<file path="src/rtl/fast_command_encoder.sv">
// Fast-command serialiser: picks one 8-bit word per frame (L1A > orbit > queued > idle)
// and shifts it out MSB first, one bit per clk320 cycle.
module fast_command_encoder #(
  parameter logic [7:0] IDLE_CODE  = 8'hAC,
  parameter logic [7:0] L1A_CODE   = 8'h4B,
  parameter logic [7:0] ORBIT_CODE = 8'h2D,
  parameter int         FIFO_DEPTH = 4
) (
  input  logic       clk320,
  input  logic       reset,
  input  logic [7:0] cmd_data,
  input  logic       cmd_valid,
  output logic       cmd_ready,
  input  logic       l1a_req,
  input  logic       orbit_req,
  input  logic       FC_invert,
  output logic       FC_out,
  output logic       frame_start,
  output logic       sent_strobe,
  output logic [1:0] sent_type,
  output logic       req_collision
);

  localparam int AW = (FIFO_DEPTH > 1) ? $clog2(FIFO_DEPTH) : 1;
  localparam logic [AW:0] C_FULL = (AW+1)'(FIFO_DEPTH);

  logic [2:0]    r_cnt;
  logic [7:0]    r_shift;
  logic          r_l1a_pend;
  logic          r_orb_pend;
  logic [7:0]    r_mem [FIFO_DEPTH];
  logic [AW-1:0] r_wr_ptr;
  logic [AW-1:0] r_rd_ptr;
  logic [AW:0]   r_count;
  logic          r_rdy;
  logic          r_strobe;
  logic [1:0]    r_type;
  logic          r_coll;

  logic       w_last;
  logic       w_l1a_any;
  logic       w_orb_any;
  logic       w_sel_l1a;
  logic       w_sel_orb;
  logic       w_empty;
  logic       w_full;
  logic       w_push;
  logic       w_pop;
  logic       w_l1a_pend_nxt;
  logic       w_orb_pend_nxt;
  logic       w_l1a_coll;
  logic       w_orb_coll;
  logic [7:0] w_next_word;
  logic [1:0] w_next_type;

  // Requests arriving in the last bit cycle take part in that cycle's selection.
  assign w_last    = (r_cnt == 3'd7);
  assign w_l1a_any = r_l1a_pend | l1a_req;
  assign w_orb_any = r_orb_pend | orbit_req;
  assign w_sel_l1a = w_last & w_l1a_any;
  assign w_sel_orb = w_last & ~w_l1a_any & w_orb_any;
  assign w_empty   = (r_count == '0);
  assign w_full    = (r_count == C_FULL);
  assign w_push    = cmd_valid & cmd_ready;
  assign w_pop     = w_last & ~w_l1a_any & ~w_orb_any & ~w_empty;

  // When the pending word is sent, a same-cycle request becomes the new pending one.
  assign w_l1a_pend_nxt = w_sel_l1a ? (r_l1a_pend & l1a_req)   : w_l1a_any;
  assign w_orb_pend_nxt = w_sel_orb ? (r_orb_pend & orbit_req) : w_orb_any;
  assign w_l1a_coll     = l1a_req   & r_l1a_pend & ~w_sel_l1a;
  assign w_orb_coll     = orbit_req & r_orb_pend & ~w_sel_orb;

  always_comb begin
    w_next_word = IDLE_CODE;
    w_next_type = 2'd0;
    if (w_sel_l1a) begin
      w_next_word = L1A_CODE;
      w_next_type = 2'd3;
    end else if (w_sel_orb) begin
      w_next_word = ORBIT_CODE;
      w_next_type = 2'd2;
    end else if (w_pop) begin
      w_next_word = r_mem[r_rd_ptr];
      w_next_type = 2'd1;
    end
  end

  always_ff @(posedge clk320) begin
    if (w_push) r_mem[r_wr_ptr] <= cmd_data;
  end

  always_ff @(posedge clk320 or posedge reset) begin
    if (reset) begin
      r_cnt      <= 3'd0;
      r_shift    <= IDLE_CODE;
      r_l1a_pend <= 1'b0;
      r_orb_pend <= 1'b0;
      r_wr_ptr   <= '0;
      r_rd_ptr   <= '0;
      r_count    <= '0;
      r_rdy      <= 1'b0;
      r_strobe   <= 1'b0;
      r_type     <= 2'd0;
      r_coll     <= 1'b0;
    end else begin
      r_cnt      <= r_cnt + 3'd1;
      r_rdy      <= 1'b1;
      r_shift    <= w_last ? w_next_word : {r_shift[6:0], 1'b0};
      r_strobe   <= w_last & (w_next_type != 2'd0);
      if (w_last) r_type <= w_next_type;
      r_l1a_pend <= w_l1a_pend_nxt;
      r_orb_pend <= w_orb_pend_nxt;
      r_coll     <= w_l1a_coll | w_orb_coll;
      if (w_push) r_wr_ptr <= r_wr_ptr + 1'b1;
      if (w_pop)  r_rd_ptr <= r_rd_ptr + 1'b1;
      case ({w_push, w_pop})
        2'b10:   r_count <= r_count + 1'b1;
        2'b01:   r_count <= r_count - 1'b1;
        default: r_count <= r_count;
      endcase
    end
  end

  assign cmd_ready     = r_rdy & ~w_full;
  assign FC_out        = r_shift[7] ^ FC_invert;
  assign frame_start   = (r_cnt == 3'd0);
  assign sent_strobe   = r_strobe;
  assign sent_type     = r_type;
  assign req_collision = r_coll;

endmodule
</file>
<file path="config.mk">
export PLATFORM = sky130hd
export DESIGN_NAME = fast_command_encoder
export DESIGN_NICKNAME = d
export VERILOG_FILES = /design/src/rtl/fast_command_encoder.sv
export SDC_FILE = /design/constraint.sdc
export NUM_CORES = 1
export LEC_CHECK = 0
export BUFFER_PORTS_ARGS = -buffer_cell sky130_fd_sc_hd__buf_4
export CORE_ASPECT_RATIO = 2
export CORE_UTILIZATION = 60
export CTS_BUF_LIST = sky130_fd_sc_hd__clkbuf_8
export DETAILED_ROUTE_END_ITERATION = 12
export PLACE_DENSITY_LB_ADDON = 0.2
export SLEW_MARGIN = 40
export SYNTH_ARGS = -nofsm -noshare
export SYNTH_HDL_FRONTEND = slang
export SYNTH_SLANG_ARGS = --single-unit
</file>
<file path="constraint.sdc">
create_clock -name clk320 -period 6.5 [get_ports clk320]
set_clock_uncertainty 0.2 [all_clocks]
set_input_delay 1.3 -clock clk320 [delete_from_list [all_inputs] [get_ports clk320]]
set_output_delay 1.3 -clock clk320 [all_outputs]
set_load 0.005 [all_outputs]
</file>
* Word level (Yosys, flattened, before mapping)
Memory sizes are Yosys's and may differ from the RTL's.
Index checks and enable logic that the tools add are counted.
** Word-level totals
- Input bits :: 14
- Memories kept :: 1
- Output and inout port bits :: 7
- RAM bits :: 32
- Word-level logic and storage cells :: 59
- Bits in registers :: 25
** Memories
- r_mem :: depth 4, width 8, read ports 1, clocked after Yosys merged registers in 0, wr ports 1, RTL line 31 : logic [7:0] r_mem [FIFO_DEPTH];
** Cells by class
- Bitwise operators :: 22
- Add/sub/neg operators :: 5
- Reductions and logical operators :: 4
- Equality and inequality tests :: 4
- Muxes and demuxes :: 12
** Operators with widths (count)
- $mux W8 :: 4
- $and A1 B1 Y1 :: 12
- $add A3 B1 Y3 const B :: 2
- $eq A3 B3 Y1 const B :: 2
- $logic_not A3 Y1 :: 2
- $not A1 Y1 :: 6
- $pmux W3 S2 :: 1
- $mux W1 :: 5
- $add A2 B1 Y2 const B :: 2
- $mux W2 :: 2
- $reduce_bool A2 Y1 :: 2
- $or A1 B1 Y1 :: 3
- $sub A3 B1 Y3 const B :: 1
- $eq A2 B1 Y1 const B :: 1
- $eq A2 B2 Y1 const B :: 1
- $xor A1 B1 Y1 :: 1

* Longest topological paths before layout
Gate-level depths: netlist of the first run.
- Word-level depth :: 10
- Depth in mapped cells :: 11

* Worst setup path before layout of the first run
No wires, ideal clock.
- Path type :: input to register
- Start point :: in l1a_req
- End point :: reg r_count[2]
- Data required time :: 6220 ps
- Data arrival time :: 2824 ps
- Stages on the path :: 9
- Path slack :: 3396 ps
- Path through :: nor4_4 nand3_1 inv_1 ha_1 inv_1 fa_1 xor2_1 nor2_1 xnor2_1
** Between the ends
- Cells in the longest elaborated chain, start to end :: 7
- Elaborated cells between the ends (all ways) :: 9
- Classes of those cells :: eq/ne: 2; mux: 1; bitwise: 5; reduce/logical: 1
** Ends and longest elaborated chain
- start: declaration :: RTL line 14 : input logic l1a_req,
- $or A1 B1 Y1 (*) :: RTL line 58 : assign w_l1a_any = r_l1a_pend | l1a_req;
- $not A1 Y1 (*) :: RTL line 65 : assign w_pop = w_last & ~w_l1a_any & ~w_orb_any & ~w_empty;
- $and A1 B1 Y1 (*) (3 in a row) :: RTL line 65
- $eq A2 B1 Y1 or $eq A2 B2 Y1 (tied branches) :: RTL line 116 : case ({w_push, w_pop})
- $pmux W3 S2 or $reduce_bool A2 Y1 (tied branches)
- end signal: assignment :: RTL line 117 : 2'b10: r_count <= r_count + 1'b1;
- end signal: assignment :: RTL line 118 : 2'b01: r_count <= r_count - 1'b1;
- end signal: assignment :: RTL line 119 : default: r_count <= r_count;
- end: declaration :: RTL line 34 : logic [AW:0] r_count;
Mark *: on every way between the ends. The rest lies on a longest branch, timed or not.
A chain may end at the register's enable or synchronous reset.

* Worst setup path after layout of the first run
- Start point :: in FC_invert
- End point :: out FC_out
** Between the ends
- Cells in the longest elaborated chain, start to end :: 1
** Ends and longest elaborated chain
- start: declaration :: RTL line 16 : input logic FC_invert,
- $xor A1 B1 Y1 :: RTL line 125 : assign FC_out = r_shift[7] ^ FC_invert;
- end: declaration :: RTL line 17 : output logic FC_out,
Every way passes these cells.

==> results of run 1 <==
==> layout by cell type, fill, tap and decap left out, types with 2 or more instances in the layout <==
cell,n
a21oi_1,3
a221o_1,2
and2_1,4
buf_4,20
bufinv_16,3
clkbuf_8,9
clkinv_2,2
dfrtp_1,21
dfstp_2,4
edfxtp_1,32
ha_1,8
inv_1,12
mux4_1,6
mux4_2,2
nand2_1,6
nor2_1,9
nor3_1,4
o2bb2ai_1,2
xnor2_1,5
xor2_1,2
==> registers in the layout (all words and copies together), names as in the netlist <==
signal	count
sent_strobe	1
r_orb_pend	1
r_mem	32
r_wr_ptr	2
r_count	3
r_rdy	1
r_shift	8
r_cnt	3
req_collision	1
r_l1a_pend	1
sent_type	2
r_rd_ptr	2
==> per-stage QoR <==
step           hold slack (ns)  instances   util  worst slack (ns)  area, um2
2_1_floorplan            0.218        144      -              3.40       2340
4_1_cts                  0.246        226  0.753              3.31       2780
6_report                 0.242        226  0.753              3.31       2780
3_5_place_dp             0.238        210  0.688              3.05       2530
5_1_grt                  0.287        226  0.753              3.25       2780
3_3_place_gp             0.230        210  0.688              3.15       2530
==> report_power, final <==
part,switching (mW),leakage (nW),internal [mW]
logic,0.0571,0.409,0.0447
clock network,0.141,0.124,0.255
registers,0.0234,0.577,0.424
==> path summary, 6_finish.rpt <==
path                            from    endpoint  slack (ns)  cells after the start
max                        FC_invert      FC_out        3.31                      3
min                         r_cnt[0]    r_cnt[0]        0.24                      1
max reg2reg                 r_cnt[1]  r_count[2]        3.99                     10
min reg2reg                 r_cnt[0]    r_cnt[0]        0.24                      1
max in group asynchronous      reset  r_shift[7]        4.92                      2
min in group asynchronous      reset  r_count[1]        0.81                      2
==> routing by layer <==
layer / share of wire / global-route usage
met2: 0.56 / 0.350
met5: 0 / 0
met1: 0.38 / 0.235
met3: 0.035 / 0.0940
met4: 0.023 / 0.123
==> layout make-up <==
class                   instances  share of cell area
flip-flops and latches         57               0.573
inverters                      13              0.0176
clock inverters                 7              0.0424
repair buffers                 20              0.0541
multi-input cells              71               0.246
well taps                      49              0.0221
clock buffers                   9              0.0446
==> critical path: stages <==
cell and delay (ns):
buf_4 0.11, xor2_1 0.15, buf_4 0.13
==> cells by family (layout without fill, tap and decap cells) <==
| logic type | Yosys count | count (layout) | share of synthesized area |
|---|---|---|---|
| and+or+nand+nor | 30 | 30 | 0.0689 |
| AOI/OAI and AO/OA | 13 | 13 | 0.0438 |
| DFF | 57 | 57 | 0.679 |
| xor gates and xnor gates | 7 | 7 | 0.0262 |
| muxes | 10 | 10 | 0.0956 |
| adders and majority gates | 10 | 10 | 0.0556 |
| buffers and inverters | 16 | 49 | 0.0288 |
| other | 1 | 1 | 0.00160 |
==> reports/qor.txt, run 1 <==
Finish-stage setup viols = 0
Area of the multi-input gates = 683 um2
Initial antenna violation count = 0
Global Route Usage Sum = 0.222
Slew HR = 0.650
DRC viols = 0
Worst Path Max Fanout = 1
Synth area leaders = edfxtp_1 (41%), dfrtp_1 (22%), mux4_1 (6.7%)
LEAKAGE = 1.11 nW
Final wirelength = 3720 um
Total of warnings raised by yosys = 0
Worst Tran Pin Value = 0.524 ns
Hold_buf cts = 0
Yosys top cell by area = edfxtp_1
Cell Rows = 31
Worst EP required = 5.00 ns
#FFs+latches synth = 57
Largest net degree at the start of global routing = 26
Fin nets = 195
CTS H-tree depth = 3
Setup crit start kind = input port
Fillers = 207
Layout cells sized above 1 = 0.260
Bufs on Longest Clock Path = 2
Sequential share of the synthesized area = 0.679
Unrepaired setup endpoints after global routing = no
Final GP Congestion = 0.847
Die X-Extent = 46.2 um
DR vias = 1247
Root Driver = clkbuf_8
Top cell type's share of synthesized area = 0.410
Mapped Nets = 167
Max cap viols = 0
Post-synth top cells = edfxtp_1 (32), dfrtp_1 (21), inv_1 (13)
WS Path Type = input port to output port
Post-CTS resize count = 0
# clock sinks = 57
Reg area = 1590 um2
Post-Syn Area = 2340 um2
Most common cell in the netlist = edfxtp_1
Hold crit path type = flip-flop to flip-flop
Final period demand of the worst path = 3.19 ns
Port bufs = 20
Worst vdd ir = 0.000269 V
Synth Instances = 144
Full die area = 4170 um2
Vias in the first global route = 1337
DRT antenna net count = 0
Clk_lat worst skew = 0.33 ns
DRT iter0 DRCs = 27
Area added between synthesis and finish = 18.5%
Diodes inserted = 0
Post-DP HPWL = 2620 um
Core area = 3680 um2
PnR Total Power = 0.944 mW
Final Slew Violations = 0
Length of the first detailed-routing pass in iterations = 5
Synth cell types = 36
I/O pin count = 21
Vias per Instance = 5.52
Setup TNS = 0 ns
Synth async-reset ratio = 0.439
Routed len/inst = 16.5 um
Synthesized area per cell = 16.3 um2
Prevailing post-synth register cell = edfxtp_1
Die Span Y = 90.4 um
Starting density of the core = 0.636
Outcome = finished clean
Post-synth EDFFs = 32
Post-route clock period utilization = 0.491
Reg clk slew, reported paths = 0.07 ns
CP endpoint kind = output port
Max Clk Rate = 0.314 GHz
CP arrival = 1.69 ns
# Post-CTS Setup Buffers = 0
Gr ovfl total = 0
PwrDens = 340 nW/um2
CTS tree = built
First-pass GRT wire length = 6180 um
Final Hold Viols = 0
CTS Buf Count = 9
Power figures use the tool's default switching activity.
==> run 2: changes to the inputs <==
==> constraint.sdc (replaced) <==
create_clock -name clk320 -period 2.95 [get_ports clk320]
set_clock_uncertainty 0.2 [all_clocks]
set_input_delay 0.59 -clock clk320 [delete_from_list [all_inputs] [get_ports clk320]]
set_output_delay 0.59 -clock clk320 [all_outputs]
set_load 0.005 [all_outputs]
==> reports/qor.txt, run 2 (synthesized netlist as in run 1, its figures left out) <==
Outcome = finished clean
PwrDens = 669 nW/um2
Vias in the first global route = 1392
Hold Slack = 0.0955 ns
WS Path Type = flip-flop to flip-flop
Final period demand of the worst path = 2.44 ns
Placed inst area = 2540 um2
Max Clk Rate = 0.410 GHz
Die X-Extent = 46.2 um
Diodes inserted = 0
CP endpoint kind = flip-flop
PnR Total Power = 1.81 mW
Clk_lat worst skew = 0.33 ns
Cells after DPL = 211
Worst Path Max Fanout = 5
Slew HR = 0.662
# clock sinks = 57
Setup TNS = 0 ns
Area added between synthesis and finish = 15.6%
Port bufs = 20
Starting density of the core = 0.636
Worst vdd ir = 0.000554 V
CP arrival = 2.49 ns
Worst setup margin = 0.510 ns
Psw = 0.465 mW
Gr ovfl total = 0
Post-route clock period utilization = 0.827
R2r worst-path depth = 9
LEAKAGE = 1.08 nW
Routed len/inst = 16.1 um
I/O pin count = 21
Largest regs = r_mem: 32 flops, r_shift: 8 flops
Root Driver = clkbuf_8
Reg power frac = 0.544
Final Slew Violations = 0
Gate power share = 0.126
CTS H-tree depth = 3
Reg2reg start = r_l1a_pend
DRC viols = 0
Post-layout util = 0.735
Worst Tran Pin Value = 0.507 ns
Global Route Usage Sum = 0.220
Final wirelength = 3660 um
Switch share = 0.257
Max cap viols = 0
CP most frequent cell = inv_1
Fin nets = 196
Vias per Instance = 5.43
Worst EP required = 3.00 ns
Bufs on Longest Clock Path = 2
Place WS = 0.254 ns
# Post-CTS Setup Buffers = 0
Cell Rows = 31
Biggest register = r_mem
Layout cells sized above 1 = 0.242
Core area = 3680 um2
Setup crit start kind = flip-flop
Most frequent cells in the layout = edfxtp_1 (32), buf_4 (21), dfrtp_1 (21)
Clk network pwr share = 0.330
Commonest non-fill, non-tap cell in the layout = edfxtp_1
Final Hold Viols = 0
Hold crit path type = input port to async pin
Critical path cell sequence = nor4_4 > nand3_1 > inv_1 > ha_1 > inv_1 > fa_1 > xor2_1 > nor2_1 > xnor2_1
Length of the first detailed-routing pass in iterations = 4
Int Power = 1.35 mW
Reg clk slew, reported paths = 0.06 ns
Initial antenna violation count = 0
Critical path's largest stage delay = 0.44 ns
DRT antenna net count = 0
DR vias = 1232
CTS tree = built
Fillers = 245
RR Endpoint = r_count[2]
Die Span Y = 90.4 um
Final instance area = 2710 um2
Post-CTS resize count = 0
Finished Layout Cells = 227
Hold_buf cts = 0
Largest net degree at the start of global routing = 26
Full die area = 4170 um2
Max reg flops = 32
First-pass GRT wire length = 6110 um
DRT iter0 DRCs = 17
Unrepaired setup endpoints after global routing = no
Finish-stage setup viols = 0
FF-to-FF setup slack = 0.51 ns
Final GP Congestion = 0.857
Critical path's slowest cell = dfrtp_1
CTS Buf Count = 9
Post-DP HPWL = 2620 um
-- run 2: cell count changes in the layout (fill, tap and decap cells not counted), sizes merged --
cell | before | now
inv | 14 | 15
bufinv | 3 | 0
clkinvlp | 0 | 1
clkbuf | 9 | 10
buf | 20 | 21
-- run 2: layer usage --
layer	GRT usage	up-vias	wire (um)
met2	0.357	28	2070
met1	0.227	609	1330
li1	-	584	-
met4	0.132	0	130
met5	0	-	0
met3	0.0780	11	126
-- run 2: power groups by stage --
stage               Clock [mW]  Sequential (mW)  Combinational [mW]
floorplan                    0            0.984               0.158
global placement             0            0.992               0.213
detailed placement           0             1.00               0.234
CTS                      0.618            0.985               0.234
global route             0.653            0.996               0.254
finish                   0.598            0.986               0.229
-- run 2: area by class of cell --
cell class | count | area [um2] | area share
clock inverter | 6 | 27.5 | 0.0102
tap | 49 | 61.3 | 0.0226
multi-input combinational | 71 | 683 | 0.252
timing repair buffer | 21 | 158 | 0.0582
sequential | 57 | 1590 | 0.588
clock buffer | 10 | 138 | 0.0508
inverter | 13 | 48.8 | 0.0180
-- run 2: worst max path at each step --
| stage | from | end | cells after the start |
|---|---|---|---|
| floorplan | l1a_req | r_count[2] | 9 |
| global route | r_l1a_pend | r_count[2] | 9 |
| detailed placement | l1a_req | r_count[2] | 10 |
| global placement | l1a_req | r_count[2] | 10 |
| finish | r_l1a_pend | r_count[2] | 9 |
| CTS | r_l1a_pend | r_count[2] | 9 |
-- run 2: critical path: cells and delay by family (launching register included) --
kind                       cells  cell delay, ns
DFF                            1            0.44
and+or+nand+nor                3            0.74
xor gates and xnor gates       2            0.28
buffers and inverters          2            0.17
adders and majority gates      2            0.55
==> run 3: changes to the inputs <==
==> constraint.sdc (replaced) <==
create_clock -name clk320 -period 2.45 [get_ports clk320]
set_clock_uncertainty 0.2 [all_clocks]
set_input_delay 0.49 -clock clk320 [delete_from_list [all_inputs] [get_ports clk320]]
set_output_delay 0.49 -clock clk320 [all_outputs]
set_load 0.005 [all_outputs]
==> reports/qor.txt, run 3 (synthesized netlist as in run 1, its figures left out) <==
Critical path's slowest cell = dfrtp_1
Post-DP HPWL = 2710 um
LEAKAGE = 1.12 nW
Finish-stage setup viols = 0
Final instance area = 2780 um2
Length of the first detailed-routing pass in iterations = 4
GR Layer Usage met1 = 0.226
CTS H-tree depth = 3
CP endpoint kind = flip-flop
Final period demand of the worst path = 2.31 ns
Post-route clock period utilization = 0.944
Vias in the first global route = 1363
Die X-Extent = 46.2 um
Full die area = 4170 um2
Critical path's largest stage delay = 0.45 ns
Setup TNS = 0 ns
Final Slew Violations = 0
Worst Path Max Fanout = 7
Setup crit start kind = flip-flop
Largest net degree at the start of global routing = 26
WS Path Type = flip-flop to flip-flop
Core area = 3680 um2
Vias per Instance = 5.53
Starting density of the core = 0.636
Top Usage Layer GRT = met2
Slew HR = 0.644
CP arrival = 2.36 ns
Biggest register = r_mem
# clock sinks = 57
Hold crit path type = input port to async pin
Reg clk slew, reported paths = 0.06 ns
DRC viols = 0
GRT met3 Usage = 0.0840
Routed len/inst = 16.5 um
Max reg flops = 32
DRT iter0 DRCs = 33
Final Hold Viols = 0
Worst EP required = 2.50 ns
Root Driver = clkbuf_8
Worst Tran Pin Value = 0.534 ns
Fin nets = 199
Clk_lat worst skew = 0.34 ns
Placed inst area = 2560 um2
Largest regs = r_mem: 32 flops, r_shift: 8 flops
Cell Rows = 31
DRT antenna net count = 0
Area added between synthesis and finish = 18.6%
Fillers = 238
Global Route Usage Sum = 0.222
Gr ovfl total = 0
Unrepaired setup endpoints after global routing = no
Reg2reg start = r_count[0]
CTS Buf Count = 9
Hold_buf cts = 0
Diodes inserted = 0
Initial antenna violation count = 0
First-pass GRT wire length = 6190 um
Max cap viols = 0
CTS tree = built
# Post-CTS Setup Buffers = 0
Final GP Congestion = 0.831
Critical path cell sequence = o311a_1 > inv_1 > ha_1 > inv_1 > fa_1 > xor2_1 > nor2_1 > xnor2_1
Hold Slack = 0.00957 ns
I/O pin count = 21
PwrDens = 861 nW/um2
Port bufs = 20
Layout cells sized above 1 = 0.271
CP most frequent cell = inv_1
Worst vdd ir = 0.000749 V
Max Clk Rate = 0.432 GHz
Met2 Track Usage GR = 0.367
Outcome = finished clean
Commonest non-fill, non-tap cell in the layout = edfxtp_1
Die Span Y = 90.4 um
Most frequent cells in the layout = edfxtp_1 (32), buf_4 (24), dfrtp_1 (20)
Bufs on Longest Clock Path = 2
CP Launch Point = r_count[0]
DR vias = 1271
Final wirelength = 3800 um
==> run 3: cell count changes in the layout (fill, tap and decap cells not counted), moves of 2 or more <==
| cell | previous run | this run |
|---|---|---|
| buf_4 | 21 | 24 |
| bufinv_16 | 0 | 2 |
| clkinv_1 | 2 | 0 |
| clkinv_2 | 1 | 3 |
==> run 3: critical path, delay by kind of cell, from the launching register on <==
family	cells	cell delay, ns
adder cells (fa/ha/maj)	2	0.56
flip-flops	1	0.45
AO/OA/AOI/OAI	1	0.44
XOR/XNOR	2	0.31
buffers and inverters	2	0.15
AND/OR/NAND/NOR	1	0.12
==> run 3: area by class of cell <==
cell class,instances,area (um2),share of cell area
Tap cell,49,61.3,0.0221
Clock buffer,9,124,0.0446
Sequential cell,57,1590,0.573
Timing Repair Buffer,24,180,0.0649
Multi-Input combinational cell,71,683,0.246
Clock inverter,7,87.6,0.0315
Inverter,13,48.8,0.0176
==> run 3: where the power goes <==
part | total, mW | switching, mW | internal [mW]
clock network | 0.919 | 0.355 | 0.564
registers | 1.19 | 0.0684 | 1.12
logic | 0.280 | 0.159 | 0.121
total | 2.39 | 0.582 | 1.81
==> run 3: stage by stage <==
| step | std cells | power [mW] | setup slack [ns] | util |
|---|---|---|---|---|
| global placement | 214 | 1.45 | 0.0979 | 0.696 |
| floorplan | 144 | 1.37 | 0.0953 | - |
| detailed placement | 214 | 1.49 | 0.00754 | 0.696 |
| CTS | 230 | 2.41 | 0.132 | 0.753 |
| finish | 230 | 2.39 | 0.136 | 0.754 |
| global route | 230 | 2.49 | 0.00404 | 0.754 |
==> run 3: worst paths after layout <==
path | endpoint | slack [ns] | depth (start not counted)
min in group clk320 | r_mem[1][1] | 0.15 | 1
hold / removal | r_shift[6] | 0.01 | 3
max in group asynchronous | r_shift[7] | 1.75 | 3
hold reg to reg | r_cnt[0] | 0.25 | 1
setup / recovery | r_count[2] | 0.14 | 8
setup reg to reg | r_count[2] | 0.14 | 8
==> run 3: what timing repair did <==
item                                    in CTS  in global routing
gates resized for setup                      0                  1
endpoints found under the hold margin        0                  0
endpoints found under the setup margin       0                  1
==> run 3: layer usage <==
metal  up-vias  part of all wire
met2        23              0.58
met1       648              0.36
li1        591                 -
met4         0             0.028
met3         9             0.030
met5         -                 0
